==> src/rtl/mpmc11_rd_data_gather_if.sv <==
`default_nettype none
// ============================================================================
// Module   : mpmc11_rd_data_gather_if
// Purpose  : Bundles the read-request, memory read-beat and assembled-read
//            handshake signals of the mpmc11 read-data gather block.
// Ports    : req_*      - read issued by the request sequencer (tag, beat count)
//            mem_rd_*   - read beats from the PHY/UI (no back-pressure)
//            dato_*     - assembled read toward the channel-return logic
//            overflow   - sticky dropped-beat error
//            idle       - nothing queued, assembling or presented
// Modports : master - sequencer/PHY/consumer side; slave - gather block side
// Revision : 1.0 - initial release
// ============================================================================
interface mpmc11_rd_data_gather_if #(
  parameter int WID  = 256,
  parameter int TAGW = 4
);
  logic            req_valid;
  logic [TAGW-1:0] req_tag;
  logic            req_two;
  logic            req_ready;
  logic            mem_rd_valid;
  logic [WID-1:0]  mem_rd_data;
  logic            dato_valid;
  logic            dato_ready;
  logic [WID-1:0]  dato1;
  logic [WID-1:0]  dato2;
  logic [TAGW-1:0] dato_tag;
  logic            overflow;
  logic            idle;

  modport master (
    output req_valid, req_tag, req_two, mem_rd_valid, mem_rd_data, dato_ready,
    input  req_ready, dato_valid, dato1, dato2, dato_tag, overflow, idle
  );

  modport slave (
    input  req_valid, req_tag, req_two, mem_rd_valid, mem_rd_data, dato_ready,
    output req_ready, dato_valid, dato1, dato2, dato_tag, overflow, idle
  );
endinterface
`default_nettype wire

==> src/rtl/mpmc11_rd_data_gather.sv <==
`default_nettype none
// ============================================================================
// Module   : mpmc11_rd_data_gather
// Purpose  : Read-return path of the mpmc11 controller. Queues one {tag, two}
//            entry per issued read, gathers one or two memory beats into an
//            assembled read, and presents it on a valid/ready output register.
// Ports    : clk  - controller clock, rising edge
//            rstn - asynchronous active-low reset
//            bus  - slave modport of mpmc11_rd_data_gather_if (request queue
//                   push, memory read beats, assembled output, status)
// Revision : 1.0 - initial release
// ============================================================================
module mpmc11_rd_data_gather #(
  parameter int WID   = 256,
  parameter int TAGW  = 4,
  parameter int DEPTH = 4
) (
  input  wire logic                   clk,
  input  wire logic                   rstn,
  mpmc11_rd_data_gather_if.slave      bus
);

  localparam int PW = $clog2(DEPTH);

  typedef enum logic [1:0] {
    ST_BEAT1 = 2'd0,
    ST_BEAT2 = 2'd1,
    ST_WAIT  = 2'd2
  } state_t;

  state_t          state_q, state_d;
  logic [PW:0]     wr_ptr_q, wr_ptr_d;
  logic [PW:0]     rd_ptr_q, rd_ptr_d;
  logic [WID-1:0]  w1_q, w1_d;
  logic [WID-1:0]  w2_q, w2_d;
  logic [TAGW-1:0] hold_tag_q, hold_tag_d;
  logic            dato_valid_q, dato_valid_d;
  logic [WID-1:0]  dato1_q, dato1_d;
  logic [WID-1:0]  dato2_q, dato2_d;
  logic [TAGW-1:0] dato_tag_q, dato_tag_d;
  logic            overflow_q, overflow_d;

  // Tag queue storage: written only on an accepted push, so no reset needed.
  logic [TAGW-1:0] tag_mem [DEPTH];
  logic            two_mem [DEPTH];

  logic            full, empty, push, pop, out_free, done;
  logic [TAGW-1:0] head_tag;
  logic            head_two;
  logic [WID-1:0]  fin_w1, fin_w2;

  // Extra wrap bit distinguishes full (wrap bits differ) from empty.
  assign full     = (wr_ptr_q[PW] != rd_ptr_q[PW]) &&
                    (wr_ptr_q[PW-1:0] == rd_ptr_q[PW-1:0]);
  assign empty    = (wr_ptr_q == rd_ptr_q);
  assign push     = bus.req_valid && !full;
  assign head_tag = tag_mem[rd_ptr_q[PW-1:0]];
  assign head_two = two_mem[rd_ptr_q[PW-1:0]];
  // Output register can take a new read if empty or draining this cycle.
  assign out_free = !dato_valid_q || bus.dato_ready;

  always_ff @(posedge clk) begin
    if (push) begin
      tag_mem[wr_ptr_q[PW-1:0]] <= bus.req_tag;
      two_mem[wr_ptr_q[PW-1:0]] <= bus.req_two;
    end
  end

  always_comb begin
    state_d      = state_q;
    w1_d         = w1_q;
    w2_d         = w2_q;
    hold_tag_d   = hold_tag_q;
    dato_valid_d = dato_valid_q;
    dato1_d      = dato1_q;
    dato2_d      = dato2_q;
    dato_tag_d   = dato_tag_q;
    overflow_d   = overflow_q;
    pop          = 1'b0;
    done         = 1'b0;
    fin_w1       = '0;
    fin_w2       = '0;

    if (dato_valid_q && bus.dato_ready) begin
      dato_valid_d = 1'b0;
    end

    case (state_q)
      ST_BEAT1: begin
        if (bus.mem_rd_valid) begin
          if (empty) begin
            overflow_d = 1'b1;           // beat with no outstanding read
          end else if (head_two) begin
            w1_d    = bus.mem_rd_data;
            state_d = ST_BEAT2;
          end else begin
            done   = 1'b1;
            fin_w1 = bus.mem_rd_data;
          end
        end
      end
      ST_BEAT2: begin
        if (bus.mem_rd_valid) begin
          done   = 1'b1;
          fin_w1 = w1_q;
          fin_w2 = bus.mem_rd_data;
        end
      end
      ST_WAIT: begin
        if (bus.mem_rd_valid) begin
          overflow_d = 1'b1;             // assembler busy holding a read
        end
        if (out_free) begin
          dato_valid_d = 1'b1;
          dato1_d      = w1_q;
          dato2_d      = w2_q;
          dato_tag_d   = hold_tag_q;
          state_d      = ST_BEAT1;
        end
      end
      default: state_d = ST_BEAT1;
    endcase

    // Completed read: retire its queue entry, then present or park it.
    if (done) begin
      pop = 1'b1;
      if (out_free) begin
        dato_valid_d = 1'b1;
        dato1_d      = fin_w1;
        dato2_d      = fin_w2;
        dato_tag_d   = head_tag;
        state_d      = ST_BEAT1;
      end else begin
        w1_d       = fin_w1;
        w2_d       = fin_w2;
        hold_tag_d = head_tag;
        state_d    = ST_WAIT;
      end
    end

    wr_ptr_d = push ? wr_ptr_q + (PW+1)'(1) : wr_ptr_q;
    rd_ptr_d = pop  ? rd_ptr_q + (PW+1)'(1) : rd_ptr_q;
  end

  always_ff @(posedge clk or negedge rstn) begin
    if (!rstn) begin
      state_q      <= ST_BEAT1;
      wr_ptr_q     <= '0;
      rd_ptr_q     <= '0;
      w1_q         <= '0;
      w2_q         <= '0;
      hold_tag_q   <= '0;
      dato_valid_q <= 1'b0;
      dato1_q      <= '0;
      dato2_q      <= '0;
      dato_tag_q   <= '0;
      overflow_q   <= 1'b0;
    end else begin
      state_q      <= state_d;
      wr_ptr_q     <= wr_ptr_d;
      rd_ptr_q     <= rd_ptr_d;
      w1_q         <= w1_d;
      w2_q         <= w2_d;
      hold_tag_q   <= hold_tag_d;
      dato_valid_q <= dato_valid_d;
      dato1_q      <= dato1_d;
      dato2_q      <= dato2_d;
      dato_tag_q   <= dato_tag_d;
      overflow_q   <= overflow_d;
    end
  end

  assign bus.req_ready  = !full;
  assign bus.dato_valid = dato_valid_q;
  assign bus.dato1      = dato1_q;
  assign bus.dato2      = dato2_q;
  assign bus.dato_tag   = dato_tag_q;
  assign bus.overflow   = overflow_q;
  assign bus.idle       = empty && (state_q == ST_BEAT1) && !dato_valid_q;

endmodule
`default_nettype wire
==> src/flat_wrapper.sv <==
// flat-port wrapper written by rule: the top's interface ports become plain ports
module mpmc11_rd_data_gather_flat 
#(
  parameter int WID   = 256,
  parameter int TAGW  = 4,
  parameter int DEPTH = 4
)
  (clk, rstn, bus_req_valid, bus_req_tag, bus_req_two, bus_mem_rd_valid, bus_mem_rd_data, bus_dato_ready, bus_req_ready, bus_dato_valid, bus_dato1, bus_dato2, bus_dato_tag, bus_overflow, bus_idle);
  mpmc11_rd_data_gather_if #(.WID(WID), .TAGW(TAGW)) bus_i ();
  input  wire logic clk;
  input  wire logic rstn;
  input wire logic [$bits(bus_i.req_valid)-1:0] bus_req_valid;
  input wire logic [$bits(bus_i.req_tag)-1:0] bus_req_tag;
  input wire logic [$bits(bus_i.req_two)-1:0] bus_req_two;
  input wire logic [$bits(bus_i.mem_rd_valid)-1:0] bus_mem_rd_valid;
  input wire logic [$bits(bus_i.mem_rd_data)-1:0] bus_mem_rd_data;
  input wire logic [$bits(bus_i.dato_ready)-1:0] bus_dato_ready;
  output wire logic [$bits(bus_i.req_ready)-1:0] bus_req_ready;
  output wire logic [$bits(bus_i.dato_valid)-1:0] bus_dato_valid;
  output wire logic [$bits(bus_i.dato1)-1:0] bus_dato1;
  output wire logic [$bits(bus_i.dato2)-1:0] bus_dato2;
  output wire logic [$bits(bus_i.dato_tag)-1:0] bus_dato_tag;
  output wire logic [$bits(bus_i.overflow)-1:0] bus_overflow;
  output wire logic [$bits(bus_i.idle)-1:0] bus_idle;
  assign bus_i.req_valid = bus_req_valid;
  assign bus_i.req_tag = bus_req_tag;
  assign bus_i.req_two = bus_req_two;
  assign bus_i.mem_rd_valid = bus_mem_rd_valid;
  assign bus_i.mem_rd_data = bus_mem_rd_data;
  assign bus_i.dato_ready = bus_dato_ready;
  assign bus_req_ready = bus_i.req_ready;
  assign bus_dato_valid = bus_i.dato_valid;
  assign bus_dato1 = bus_i.dato1;
  assign bus_dato2 = bus_i.dato2;
  assign bus_dato_tag = bus_i.dato_tag;
  assign bus_overflow = bus_i.overflow;
  assign bus_idle = bus_i.idle;
  mpmc11_rd_data_gather #(.WID(WID), .TAGW(TAGW), .DEPTH(DEPTH)) u_core (.clk(clk), .rstn(rstn), .bus(bus_i));
endmodule
==> config.mk <==
export PLATFORM = sky130hd
export DESIGN_NAME = mpmc11_rd_data_gather_flat
export DESIGN_NICKNAME = d
export VERILOG_FILES = /design/src/rtl/mpmc11_rd_data_gather_if.sv /design/src/rtl/mpmc11_rd_data_gather.sv /design/src/flat_wrapper.sv
export SDC_FILE = /design/constraint.sdc
export NUM_CORES = 2
export LEC_CHECK = 0
export CAP_MARGIN = 40
export CORE_MARGIN = 8
export CORE_UTILIZATION = 42
export DETAILED_ROUTE_END_ITERATION = 8
export PLACE_DENSITY_LB_ADDON = 0.15
export SYNTH_ARGS = -nofsm -noshare
export SYNTH_HDL_FRONTEND = slang
export SYNTH_SLANG_ARGS = --single-unit
export TNS_END_PERCENT = 10
==> constraint.sdc <==
create_clock -name clk -period 2.64 [get_ports clk]
set_clock_uncertainty 0.2 [all_clocks]
set_input_delay 0.528 -clock clk [delete_from_list [all_inputs] [get_ports clk]]
set_output_delay 0.528 -clock clk [all_outputs]
set_load 0.02 [all_outputs]
==> run_results.csv <==
group,metric,value,unit
setup_path,worst_setup_path_start_kind,"flop",
finish,regArea,0.0267,mm^2
global_route,grt_max_degree,174,
synth,yosys.area.top_type,"dfrtp_1",
setup_path,worst_ep_required_time,1910,ps
outcome,outcome,"finished with violations",
synth,synth_ff_type,"dfrtp_1",
synth,yosysMostFrequentCell,"dfrtp_1",
detailed_routing,firstDrtPassIters,5,
timing,min_period,2750,ps
pwr,power.leakage,0.0298,uW
finish,drive_above_1_share,13.5,%
detailed_routing,routed_wirelength,179,mm
floorplanning,die-area,0.125,mm^2
floorplanning,core,0.113,mm^2
pwr,clockPowerShare,19.8,%
timing,rsz0062_at_grt,"true",
global_route,grt_pass1_vias,39800,
pwr,internal_power,50500,uW
timing,setup_ws,-108,ps
pwr,p_sw,32400,uW
timing,fmax,364,MHz
pwr,p_per_area,1270,mW/mm^2
setup_path,r2r_cells,9,
synth,syn_inst,4382,
detailed_routing,antenna_left,0,
synth,ys_ff_latch,1062,
finish,multi_input_area,0.0174,mm^2
timing,worst_pin_slew,1060,ps
floorplanning,start_util,42.4,%
synth,yosys-top-cells-area,"dfrtp_1, mux2i_1, a22oi_1, inv_1, o21ai_0",
cts,cts.clk_slew.worst_paths,60,ps
detailed_routing,via_count,39400,
pwr,pwr-share-comb,46.2,%
global_route,grt_antenna_before_repair,36,
place,dpl.hpwl,117,mm
setup_path,crit_start,"u_core.rd_ptr_q[0]",
synth,synthDominantCellAreaShare,54.6,%
synth,ys_async_sr_fraction,98.1,%
floorplanning,io_pins,786,
pwr,seqPwrFrac,34.0,%
pwr,finalPower,82900,uW
place,post-place-ws,-627,ps
cts,cts_tree,"done",
setup_path,worst-path-max-fanout,3,
detailed_routing,wl_per_cell,26.0,um
finish,utilization,57.9,%
min_path,hp-class,"primary input to asynchronous set/reset pin",
floorplanning,fp.dieH,353,um
timing,hold_viol_final,0,
global_route,grt-ovfl-total,0,
finish,area_growth,36.6,%
job,maxCapViolations,0,
timing,finalMaxSlewViolations,0,
synth,seq_area_frac_synth,55.8,%
finish,fillCellCount,9501,
setup_path,endpoint_kind,"primary output",
global_route,grt_pass1_wl,260,mm
cts,clkSinkCount,1062,
cts,cts_buffer_depth,3,
setup_path,reg2reg_from,"u_core.rd_ptr_q[0]",
global_route,grt_use_total,26.4,%
timing,setup_viol,215,
timing,fin_tns_setup,-3740,ps
synth,syn-num-nets,4653,
pwr,netSwitchingFraction,39.1,%
synth,synth_edf_count,20,
outcome,violations,"setup timing",
cts,cts_made_buffers,114,
cts,ctsRootBufferMaster,"clkbuf_16",
timing,relSlewSlack,29.6,%
synth,yosys-top-cells-count,"dfrtp_1, inv_1, mux2i_1",
synth,yosys_warnings,0,
synth,synth_cell_types,41,
detailed_routing,drc,0,
synth,postSynthAreaPerCell,10.9,um^2
setup_path,crit_type,"flop to primary output",
setup_path,crit_arrival,2020,ps
cts,clkLatencyLatePin,710,ps
floorplanning,die_x,353,um
cts,htreeDepth,3,
synth,syn-cell-area,0.0478,mm^2
place,gp_congestion,0.854,
detailed_routing,vias_per_cell,5.73,
floorplanning,rows,123,
timing,min_period_over_period,104,%
pwr,vdd_drop_max,0.740,mV
finish,fin_nets,5523,
detailed_routing,drt_iter0_drc,3523,
place,io_buffers,785,
==> final cells by class <==
class                      count  area share (%)
clock inverter                29           0.478
antenna                       26          0.0997
clock buffer                 180            5.40
inverter                     655            3.77
tap                         1500            2.88
sequential                  1062            40.9
timing repair buffer        1135            19.9
multi-input combinational   2284            26.6
==> metal layers <==
| layer | up-vias | track usage [%] | share of wire [%] |
|---|---|---|---|
| met4 | 18 | 9.00 | 2.9 |
| met1 | 20100 | 35.7 | 42 |
| met5 | - | 0 | 0.060 |
| li1 | 17400 | - | - |
| met2 | 1632 | 41.2 | 47 |
| met3 | 259 | 7.05 | 8.1 |
==> worst max-delay path, stage by stage (launching register included) <==
cell,delay (ps)
dfrtp_1,400
buf_6,140
xnor2_2,110
buf_4,140
nand2_4,60
nor4_4,290
buf_12,170
==> worst paths after layout <==
kind | slack [ps] | to
worst max-delay path | -110 | bus_idle
worst min-delay path | 180 | u_core.bus.dato2[196]
worst max register to register | -100 | u_core.bus.dato1[198]
worst min register to register | 300 | u_core.bus.overflow
max in group asynchronous | 970 | u_core.bus.dato2[255]
min in group clk | 250 | u_core.tag_mem[3][2]
==> layout by cell type, fill, tap and decap left out, types with 147 or more instances in the layout <==
cell type | netlist | final
buf_4 | 16 | 157
mux2i_1 | 513 | 509
inv_1 | 655 | 655
o21ai_0 | 477 | 406
nand2_1 | 162 | 161
a22oi_1 | 511 | 503
clkbuf_16 | 0 | 147
nand4_1 | 257 | 257
clkdlybuf4s50_1 | 0 | 775
dfrtp_1 | 1042 | 1039
==> through the flow <==
step	hold WS, ps	instances	instance area, um^2
2_1_floorplan	32.4	4382	47800
3_3_place_gp	275	6567	59600
3_5_place_dp	270	6568	59700
4_1_cts	161	6783	63600
5_1_grt	176	6862	65200
6_report	179	6871	65200
==> cells by family (layout without fill, tap and decap cells) <==
kind of cell	Yosys count	in the layout	synth area share (%)
AO/OA/AOI/OAI	1195	1195	16.6
XOR/XNOR	10	10	0.183
adder cells (fa/ha/maj)	5	5	0.131
buffers and inverters	1036	1999	8.66
flip-flops	1062	1062	55.8
multiplexers	633	633	13.7
other	0	26	0
AND/OR/NAND/NOR	441	441	4.91
==> registers in the layout, indices dropped and copies added, names as in the netlist, 2 cells and up <==
register and cells:
u_core.tag_mem 16, u_core.bus.dato_tag 4, u_core.hold_tag_q 4, u_core.two_mem 4
u_core.w1_q 256, u_core.rd_ptr_q 3, u_core.bus.dato1 256, u_core.w2_q 256
u_core.bus.dato2 256, u_core.state_q 2, u_core.wr_ptr_q 3
==> power by group through the flow <==
| stage | Combinational [uW] | Sequential (uW) | Clock, uW |
|---|---|---|---|
| floorplan | 15400 | 30300 | 0 |
| global placement | 34100 | 28000 | 0 |
| detailed placement | 34700 | 28200 | 0 |
| CTS | 35100 | 28100 | 16700 |
| global route | 40800 | 28900 | 17300 |
| finish | 38300 | 28200 | 16400 |
==> timing repair <==
action,CTS,global route
cloned,0,32
pin swaps,2,11
setup buffers,5,30
hold buffers,1,0
setup endpoints to repair,16,415
resized for setup,30,156
hold endpoints to repair,130,0
(Power assumes the default switching activity.)
